File: config.mk
export PLATFORM = sky130hd
export DESIGN_NAME = l2_host_mem_bridge_flat
export DESIGN_NICKNAME = d
export VERILOG_FILES = /design/src/rtl/l2_host_mem_bridge_pkg.sv /design/src/rtl/l2_host_mem_bridge_if.sv /design/src/rtl/l2_host_mem_bridge.sv /design/src/flat_wrapper.sv
export SDC_FILE = /design/constraint.sdc
export NUM_CORES = 1
export LEC_CHECK = 0
export ABC_AREA = 1
export CAP_MARGIN = 20
export CORE_MARGIN = 4
export CORE_UTILIZATION = 35
export CTS_CLUSTER_DIAMETER = 150
export CTS_CLUSTER_SIZE = 8
export DETAILED_ROUTE_END_ITERATION = 16
export PLACE_DENSITY_LB_ADDON = 0.2
export SLEW_MARGIN = 10
export SYNTH_ARGS = -nofsm -noshare
export SYNTH_HDL_FRONTEND = slang
export SYNTH_SLANG_ARGS = --single-unit
File: constraint.sdc
create_clock -name clk_i -period 6.7 [get_ports clk_i]
set_input_delay 0.67 -clock clk_i [delete_from_list [all_inputs] [get_ports clk_i]]
set_output_delay 0.67 -clock clk_i [all_outputs]
set_load 0.03 [all_outputs]
File: src/rtl/l2_host_mem_bridge_pkg.sv
// Shared types and line/beat sizing helpers for the L2-to-host OBI bridge.
package e_gpu_l2_bridge_pkg;

    typedef enum logic [1:0] {
        IDLE  = 2'd0,
        ISSUE = 2'd1,
        WAIT  = 2'd2,
        RSP   = 2'd3
    } state_e;

    localparam int LINE_WIDTH_DFLT = 128;
    localparam int BEATS           = LINE_WIDTH_DFLT / 32;
    localparam int BEAT_W          = $clog2(BEATS);

    function automatic int beats_of(input int line_width);
        return line_width / 32;
    endfunction

    function automatic int beat_w_of(input int line_width);
        return $clog2(line_width / 32);
    endfunction

endpackage

File: src/rtl/l2_host_mem_bridge_if.sv
// L2 line-side request/response bundle and host OBI bundle used by the bridge.
interface l2_host_mem_bridge_if #(
    parameter int LINE_WIDTH = 128,
    parameter int ADDR_WIDTH = 28,
    parameter int TAG_WIDTH  = 8
);
    logic                    mem_req_valid;
    logic                    mem_req_rw;
    logic [LINE_WIDTH/8-1:0] mem_req_byteen;
    logic [ADDR_WIDTH-1:0]   mem_req_addr;
    logic [LINE_WIDTH-1:0]   mem_req_data;
    logic [TAG_WIDTH-1:0]    mem_req_tag;
    logic                    mem_req_ready;
    logic                    mem_rsp_valid;
    logic [LINE_WIDTH-1:0]   mem_rsp_data;
    logic [TAG_WIDTH-1:0]    mem_rsp_tag;
    logic                    mem_rsp_ready;

    modport master (
        output mem_req_valid, mem_req_rw, mem_req_byteen, mem_req_addr,
               mem_req_data, mem_req_tag, mem_rsp_ready,
        input  mem_req_ready, mem_rsp_valid, mem_rsp_data, mem_rsp_tag
    );

    modport slave (
        input  mem_req_valid, mem_req_rw, mem_req_byteen, mem_req_addr,
               mem_req_data, mem_req_tag, mem_rsp_ready,
        output mem_req_ready, mem_rsp_valid, mem_rsp_data, mem_rsp_tag
    );
endinterface

interface l2_host_obi_if;
    logic        req;
    logic        gnt;
    logic [31:0] addr;
    logic        we;
    logic [3:0]  be;
    logic [31:0] wdata;
    logic        rvalid;
    logic [31:0] rdata;

    modport master (
        output req, addr, we, be, wdata,
        input  gnt, rvalid, rdata
    );

    modport slave (
        input  req, addr, we, be, wdata,
        output gnt, rvalid, rdata
    );
endinterface

File: src/rtl/l2_host_mem_bridge.sv
// Splits one L2 line request into sequential 32-bit OBI beats and reassembles read lines.
// Build option E_GPU_L2_BRIDGE_SKIP_EMPTY_BEATS_EN: write beats with an all-zero byte-enable slice are not issued.
module l2_host_mem_bridge
    import e_gpu_l2_bridge_pkg::*;
#(
    parameter int LINE_WIDTH = 128,
    parameter int ADDR_WIDTH = 28,
    parameter int TAG_WIDTH  = 8
) (
    input  logic                 clk_i,
    input  logic                 rst_ni,
    l2_host_mem_bridge_if.slave  mem,
    l2_host_obi_if.master        obi
);
    localparam int NBEATS = beats_of(LINE_WIDTH);
    localparam int NBW    = beat_w_of(LINE_WIDTH);
    localparam int BEW    = LINE_WIDTH / 8;

    state_e                state_q, state_d;
    logic [NBW-1:0]        beat_q, beat_d;
    logic                  rw_q, rw_d;
    logic [BEW-1:0]        byteen_q, byteen_d;
    logic [ADDR_WIDTH-1:0] addr_q, addr_d;
    logic [LINE_WIDTH-1:0] line_q, line_d;
    logic [TAG_WIDTH-1:0]  tag_q, tag_d;
    logic [NBW-1:0]        nxt_beat;
    logic                  last_beat;
    logic                  issue;

`ifdef E_GPU_L2_BRIDGE_SKIP_EMPTY_BEATS_EN
    localparam logic [NBW:0] NO_BEAT = (NBW+1)'(NBEATS);
    logic [NBW:0] live_first, live_nxt;

    // Returns the first beat at or after 'from' with a non-zero byte-enable slice, NO_BEAT if none.
    function automatic logic [NBW:0] first_live_beat(input logic [BEW-1:0] be, input int from);
        logic [NBW:0] r;
        r = NO_BEAT;
        for (int b = NBEATS - 1; b >= 0; b--) begin
            if (b >= from && be[4*b +: 4] != 4'h0) r = (NBW+1)'(b);
        end
        return r;
    endfunction
`endif

    always_comb begin
        state_d   = state_q;
        beat_d    = beat_q;
        rw_d      = rw_q;
        byteen_d  = byteen_q;
        addr_d    = addr_q;
        line_d    = line_q;
        tag_d     = tag_q;
        nxt_beat  = beat_q + NBW'(1);
        last_beat = (beat_q == NBW'(NBEATS - 1));
`ifdef E_GPU_L2_BRIDGE_SKIP_EMPTY_BEATS_EN
        live_first = first_live_beat(mem.mem_req_byteen, 0);
        live_nxt   = first_live_beat(byteen_q, int'(beat_q) + 1);
        if (rw_q) begin
            nxt_beat  = live_nxt[NBW-1:0];
            last_beat = (live_nxt == NO_BEAT);
        end
`endif
        case (state_q)
            IDLE: begin
                if (mem.mem_req_valid) begin
                    rw_d     = mem.mem_req_rw;
                    byteen_d = mem.mem_req_byteen;
                    addr_d   = mem.mem_req_addr;
                    line_d   = mem.mem_req_data;
                    tag_d    = mem.mem_req_tag;
                    beat_d   = '0;
                    state_d  = ISSUE;
`ifdef E_GPU_L2_BRIDGE_SKIP_EMPTY_BEATS_EN
                    if (mem.mem_req_rw) begin
                        if (live_first == NO_BEAT) state_d = IDLE;
                        else beat_d = live_first[NBW-1:0];
                    end
`endif
                end
            end
            ISSUE: begin
                if (obi.gnt) state_d = WAIT;
            end
            WAIT: begin
                if (obi.rvalid) begin
                    // Read words land in the same line register that held the write data.
                    if (!rw_q) line_d[32*beat_q +: 32] = obi.rdata;
                    if (last_beat) begin
                        state_d = rw_q ? IDLE : RSP;
                    end else begin
                        beat_d  = nxt_beat;
                        state_d = ISSUE;
                    end
                end
            end
            RSP: begin
                if (mem.mem_rsp_ready) state_d = IDLE;
            end
            default: state_d = IDLE;
        endcase
    end

    always_ff @(posedge clk_i or negedge rst_ni) begin
        if (!rst_ni) begin
            state_q <= IDLE;
            beat_q  <= '0;
        end else begin
            state_q <= state_d;
            beat_q  <= beat_d;
        end
    end

    // Payload registers carry no reset; every output that exposes them is gated by state.
    always_ff @(posedge clk_i) begin
        rw_q     <= rw_d;
        byteen_q <= byteen_d;
        addr_q   <= addr_d;
        line_q   <= line_d;
        tag_q    <= tag_d;
    end

    assign issue             = (state_q == ISSUE);
    assign mem.mem_req_ready = (state_q == IDLE);
    assign mem.mem_rsp_valid = (state_q == RSP);
    assign mem.mem_rsp_data  = (state_q == RSP) ? line_q : '0;
    assign mem.mem_rsp_tag   = (state_q == RSP) ? tag_q : '0;

    assign obi.req   = issue;
    assign obi.addr  = issue ? 32'({addr_q, beat_q, 2'b00}) : 32'h0;
    assign obi.we    = issue & rw_q;
    assign obi.be    = !issue ? 4'h0 : (rw_q ? byteen_q[4*beat_q +: 4] : 4'hF);
    assign obi.wdata = (issue & rw_q) ? line_q[32*beat_q +: 32] : 32'h0;

endmodule

File: src/flat_wrapper.sv
// flat-port wrapper written by rule: the top's interface ports become plain ports
module l2_host_mem_bridge_flat import e_gpu_l2_bridge_pkg::*;
#(
    parameter int LINE_WIDTH = 128,
    parameter int ADDR_WIDTH = 28,
    parameter int TAG_WIDTH  = 8
)
  (clk_i, rst_ni, mem_mem_req_valid, mem_mem_req_rw, mem_mem_req_byteen, mem_mem_req_addr, mem_mem_req_data, mem_mem_req_tag, mem_mem_rsp_ready, mem_mem_req_ready, mem_mem_rsp_valid, mem_mem_rsp_data, mem_mem_rsp_tag, obi_req, obi_addr, obi_we, obi_be, obi_wdata, obi_gnt, obi_rvalid, obi_rdata);
  l2_host_mem_bridge_if #(.LINE_WIDTH(LINE_WIDTH), .ADDR_WIDTH(ADDR_WIDTH), .TAG_WIDTH(TAG_WIDTH)) mem_i ();
  l2_host_obi_if obi_i ();
  input  logic clk_i;
  input  logic rst_ni;
  input wire logic [$bits(mem_i.mem_req_valid)-1:0] mem_mem_req_valid;
  input wire logic [$bits(mem_i.mem_req_rw)-1:0] mem_mem_req_rw;
  input wire logic [$bits(mem_i.mem_req_byteen)-1:0] mem_mem_req_byteen;
  input wire logic [$bits(mem_i.mem_req_addr)-1:0] mem_mem_req_addr;
  input wire logic [$bits(mem_i.mem_req_data)-1:0] mem_mem_req_data;
  input wire logic [$bits(mem_i.mem_req_tag)-1:0] mem_mem_req_tag;
  input wire logic [$bits(mem_i.mem_rsp_ready)-1:0] mem_mem_rsp_ready;
  output wire logic [$bits(mem_i.mem_req_ready)-1:0] mem_mem_req_ready;
  output wire logic [$bits(mem_i.mem_rsp_valid)-1:0] mem_mem_rsp_valid;
  output wire logic [$bits(mem_i.mem_rsp_data)-1:0] mem_mem_rsp_data;
  output wire logic [$bits(mem_i.mem_rsp_tag)-1:0] mem_mem_rsp_tag;
  output wire logic [$bits(obi_i.req)-1:0] obi_req;
  output wire logic [$bits(obi_i.addr)-1:0] obi_addr;
  output wire logic [$bits(obi_i.we)-1:0] obi_we;
  output wire logic [$bits(obi_i.be)-1:0] obi_be;
  output wire logic [$bits(obi_i.wdata)-1:0] obi_wdata;
  input wire logic [$bits(obi_i.gnt)-1:0] obi_gnt;
  input wire logic [$bits(obi_i.rvalid)-1:0] obi_rvalid;
  input wire logic [$bits(obi_i.rdata)-1:0] obi_rdata;
  assign mem_i.mem_req_valid = mem_mem_req_valid;
  assign mem_i.mem_req_rw = mem_mem_req_rw;
  assign mem_i.mem_req_byteen = mem_mem_req_byteen;
  assign mem_i.mem_req_addr = mem_mem_req_addr;
  assign mem_i.mem_req_data = mem_mem_req_data;
  assign mem_i.mem_req_tag = mem_mem_req_tag;
  assign mem_i.mem_rsp_ready = mem_mem_rsp_ready;
  assign mem_mem_req_ready = mem_i.mem_req_ready;
  assign mem_mem_rsp_valid = mem_i.mem_rsp_valid;
  assign mem_mem_rsp_data = mem_i.mem_rsp_data;
  assign mem_mem_rsp_tag = mem_i.mem_rsp_tag;
  assign obi_req = obi_i.req;
  assign obi_addr = obi_i.addr;
  assign obi_we = obi_i.we;
  assign obi_be = obi_i.be;
  assign obi_wdata = obi_i.wdata;
  assign obi_i.gnt = obi_gnt;
  assign obi_i.rvalid = obi_rvalid;
  assign obi_i.rdata = obi_rdata;
  l2_host_mem_bridge #(.LINE_WIDTH(LINE_WIDTH), .ADDR_WIDTH(ADDR_WIDTH), .TAG_WIDTH(TAG_WIDTH)) u_core (.clk_i(clk_i), .rst_ni(rst_ni), .mem(mem_i), .obi(obi_i));
endmodule
==> flow_summary.yaml <==
global_routing:
  grt_pass1_wl_um: 59800
  track_usage_pct: 23.5
  antenna_found_initial: 3
  grt_max_degree: 113
  grt_overflow: 0
  grt_pass1_vias: 10200
power_and_ir_drop:
  cellLeakagePower_uw: 0.00633
  power.density_nw_per_um2: 436
  p_total_uw: 6710
  irDropWorstVdd_v: 0.000173
yosys:
  ys_warn_count: 0
  synth_flop_cell: "edfxtp_1"
  yosys.area.top_type: "edfxtp_1"
  synth.avg_cell_area_sq_um: 8.13
  syn_inst: 1282
  yosysTopAreaCellShare_pct: 52.1
  ys_ff_latch: 185
  synthArstFlopShare_pct: 2.16
  synth.distinct_cells: 26
  ys_seq_area_share_pct: 53.1
  synthesis.area_sq_um: 10400
  synth.area.top_cells: "edfxtp_1 52%, nand2_1 11%, inv_1 7.8%"
  synth-edff-count: 181
timing:
  tightest_slew_ns: 1.08
  period_share_pct: 66.2
  finalWorstSetupSlack_ns: 2.26
  fin_setup_tns_ns: 0
  setup_violations: 0
  hold_slack_ns: 0.433
  hold_viol: 0
  finalCriticalPeriod_ns: 4.44
  drv_slew: 0
  fmax_mhz: 225
  rsz0062_at_grt: "false"
  slew_headroom_pct: 27.6
  fin_skew_ns: 0.0163
clocking:
  holdBufCountCts: 0
  clock_latency_ns: 0.44
  clk_pin_slew_ns: 0.07
  clock-root-buffer: "clkbuf_16"
  clk_path_buf_depth: 2
  clkSinkCount: 185
  cts_resized: 0
  cts_tree: "built"
  htree_levels: 4
  cts_inserted_buffers: 17
  post_cts_buffers: 0
drt:
  vias_per_cell: 4.91
  drc: 0
  antenna_left: 0
  drt-total-wl_um: 39700
  wire_per_inst_um: 19.4
  via_count: 10000
  first_pass_iters: 5
  drt_iter0_markers: 657
setup_path:
  end_kind: "primary output"
  timing.rr.start: "u_core.beat_q[1]"
  cp.arrival_ns: 3.77
  worstPathCellList: "inv_1 > nand2_2 > inv_1 > nand2_2 > a21oi_1 > clkdlybuf4s50_1"
  slowest_stage: "clkdlybuf4s50_1"
  cp_top_family: "buffers and inverters"
  crit_start: "u_core.state_q[1]"
  path_max_fanout: 33
  critPathLaunchType: "flip-flop"
  path_class: "flip-flop to primary output"
  crit_required_ns: 6.03
  crit_path_max_incr_delay_ns: 0.75
  path_buf_inv: 3
place:
  routabilityCongestion: 0.836
  io_buffers: 424
  place_inst: 2012
  place_ws_ns: 2.43
  dp_hpwl_um: 27700
finish:
  nNetsFinal: 1873
  regArea_sq_um: 5540
  final_cells: 2047
  drive_gt1_share_pct: 3.85
  syn_to_final_growth_pct: 47.6
  nFillCells: 2745
  multi_input_area_sq_um: 3610
die:
  die_x_um: 181
  dieArea_sq_um: 32600
  die_y_um: 181
  initial_utilization_pct: 35.9
  core_area_sq_um: 29000
  num_rows: 62
  ios: 427
status:
  status: "finished clean"
worst_hold_path:
  hold_path.class: "primary input to async pin"
job:
  cap_viol_max_count: 0
[final timing paths]
check                                    endpoint  slack, ns  depth (start not counted)
min in group clk_i               u_core.addr_q[4]       0.78                          1
worst max register to register  u_core.line_q[63]       2.58                          5
worst min register to register  u_core.state_q[1]       0.79                          2
max in group asynchronous        u_core.beat_q[0]       6.07                          1
worst max-delay path                 obi_wdata[0]       2.26                          6
worst min-delay path            u_core.state_q[1]       0.43                          1
[sequential cells by signal, summed over array words and instances, names as in the netlist]
register,flops
u_core.addr_q,28
u_core.beat_q,2
u_core.byteen_q,16
u_core.line_q,128
u_core.rw_q,1
u_core.state_q,2
u_core.tag_q,8
[per-layer routing]
metal,global-route usage (%),vias up,share of wire (%)
met5,0,-,0.050
met4,6.32,2,2.3
met3,6.04,59,8.1
met2,42.7,508,51
met1,27.7,4644,39
li1,-,4829,-
[cell usage after synthesis (2+ instances only)]
cell type and n:
dfrtp_1 4, nor2_1 193, buf_2 47, nand2_1 301
nand2_2 3, inv_1 218, buf_1 3, o21ai_1 41
a21oi_1 34, nor2_2 2, clkbuf_1 18, edfxtp_1 181
nand3_1 82, ha_1 6, inv_2 2, buf_4 13
o21ai_0 55, o211ai_1 64, buf_6 8
[cell families (layout without fill, tap and decap cells)]
| family | count (synthesis) | in the layout | share of synthesized area (%) |
|---|---|---|---|
| DFF | 185 | 185 | 53.1 |
| adders and majority gates | 6 | 6 | 0.720 |
| other | 1 | 4 | 0.0360 |
| and+or+nand+nor | 585 | 585 | 22.4 |
| buffers and inverters | 310 | 688 | 12.8 |
| AOI/OAI and AO/OA | 195 | 195 | 10.9 |
[placed cells by master (no fill, tap or decap), types with 3 or more instances in the layout]
cell type        instances
inv_8                    6
o21ai_0                 55
nand2_2                  3
buf_4                   10
a21oi_1                 34
nor2_1                 189
edfxtp_1               181
ha_1                     6
o211ai_1                64
nand2_1                300
clkbuf_16               17
o21ai_1                 41
inv_1                  217
inv_2                    3
nand3_1                 81
clkdlybuf4s50_1        424
nor2_4                   5
[through the flow]
step	util (%)	area [sq um]
after global routing	53.0	15400
after CTS	52.9	15400
after floorplan	-	10400
final	53.0	15400
after global placement	50.9	14800
after detailed placement	50.9	14800
[layout make-up]
cell class	instances	share of cell area [%]
Multi-Input combinational cell	788	23.4
Clock inverter	15	0.992
Clock buffer	17	2.76
Sequential cell	185	36.0
Tap cell	384	3.12
Timing Repair Buffer	435	28.2
Antenna cell	2	0.0325
Inverter	221	5.41
[report_power, final]
group / leakage (uW) / internal (uW) / switching [uW]
logic: 0.00430 / 1170 / 2430
registers: 0.00175 / 1830 / 267
clock network: 0.000285 / 500 / 511
Power figures use the tool's default switching activity.
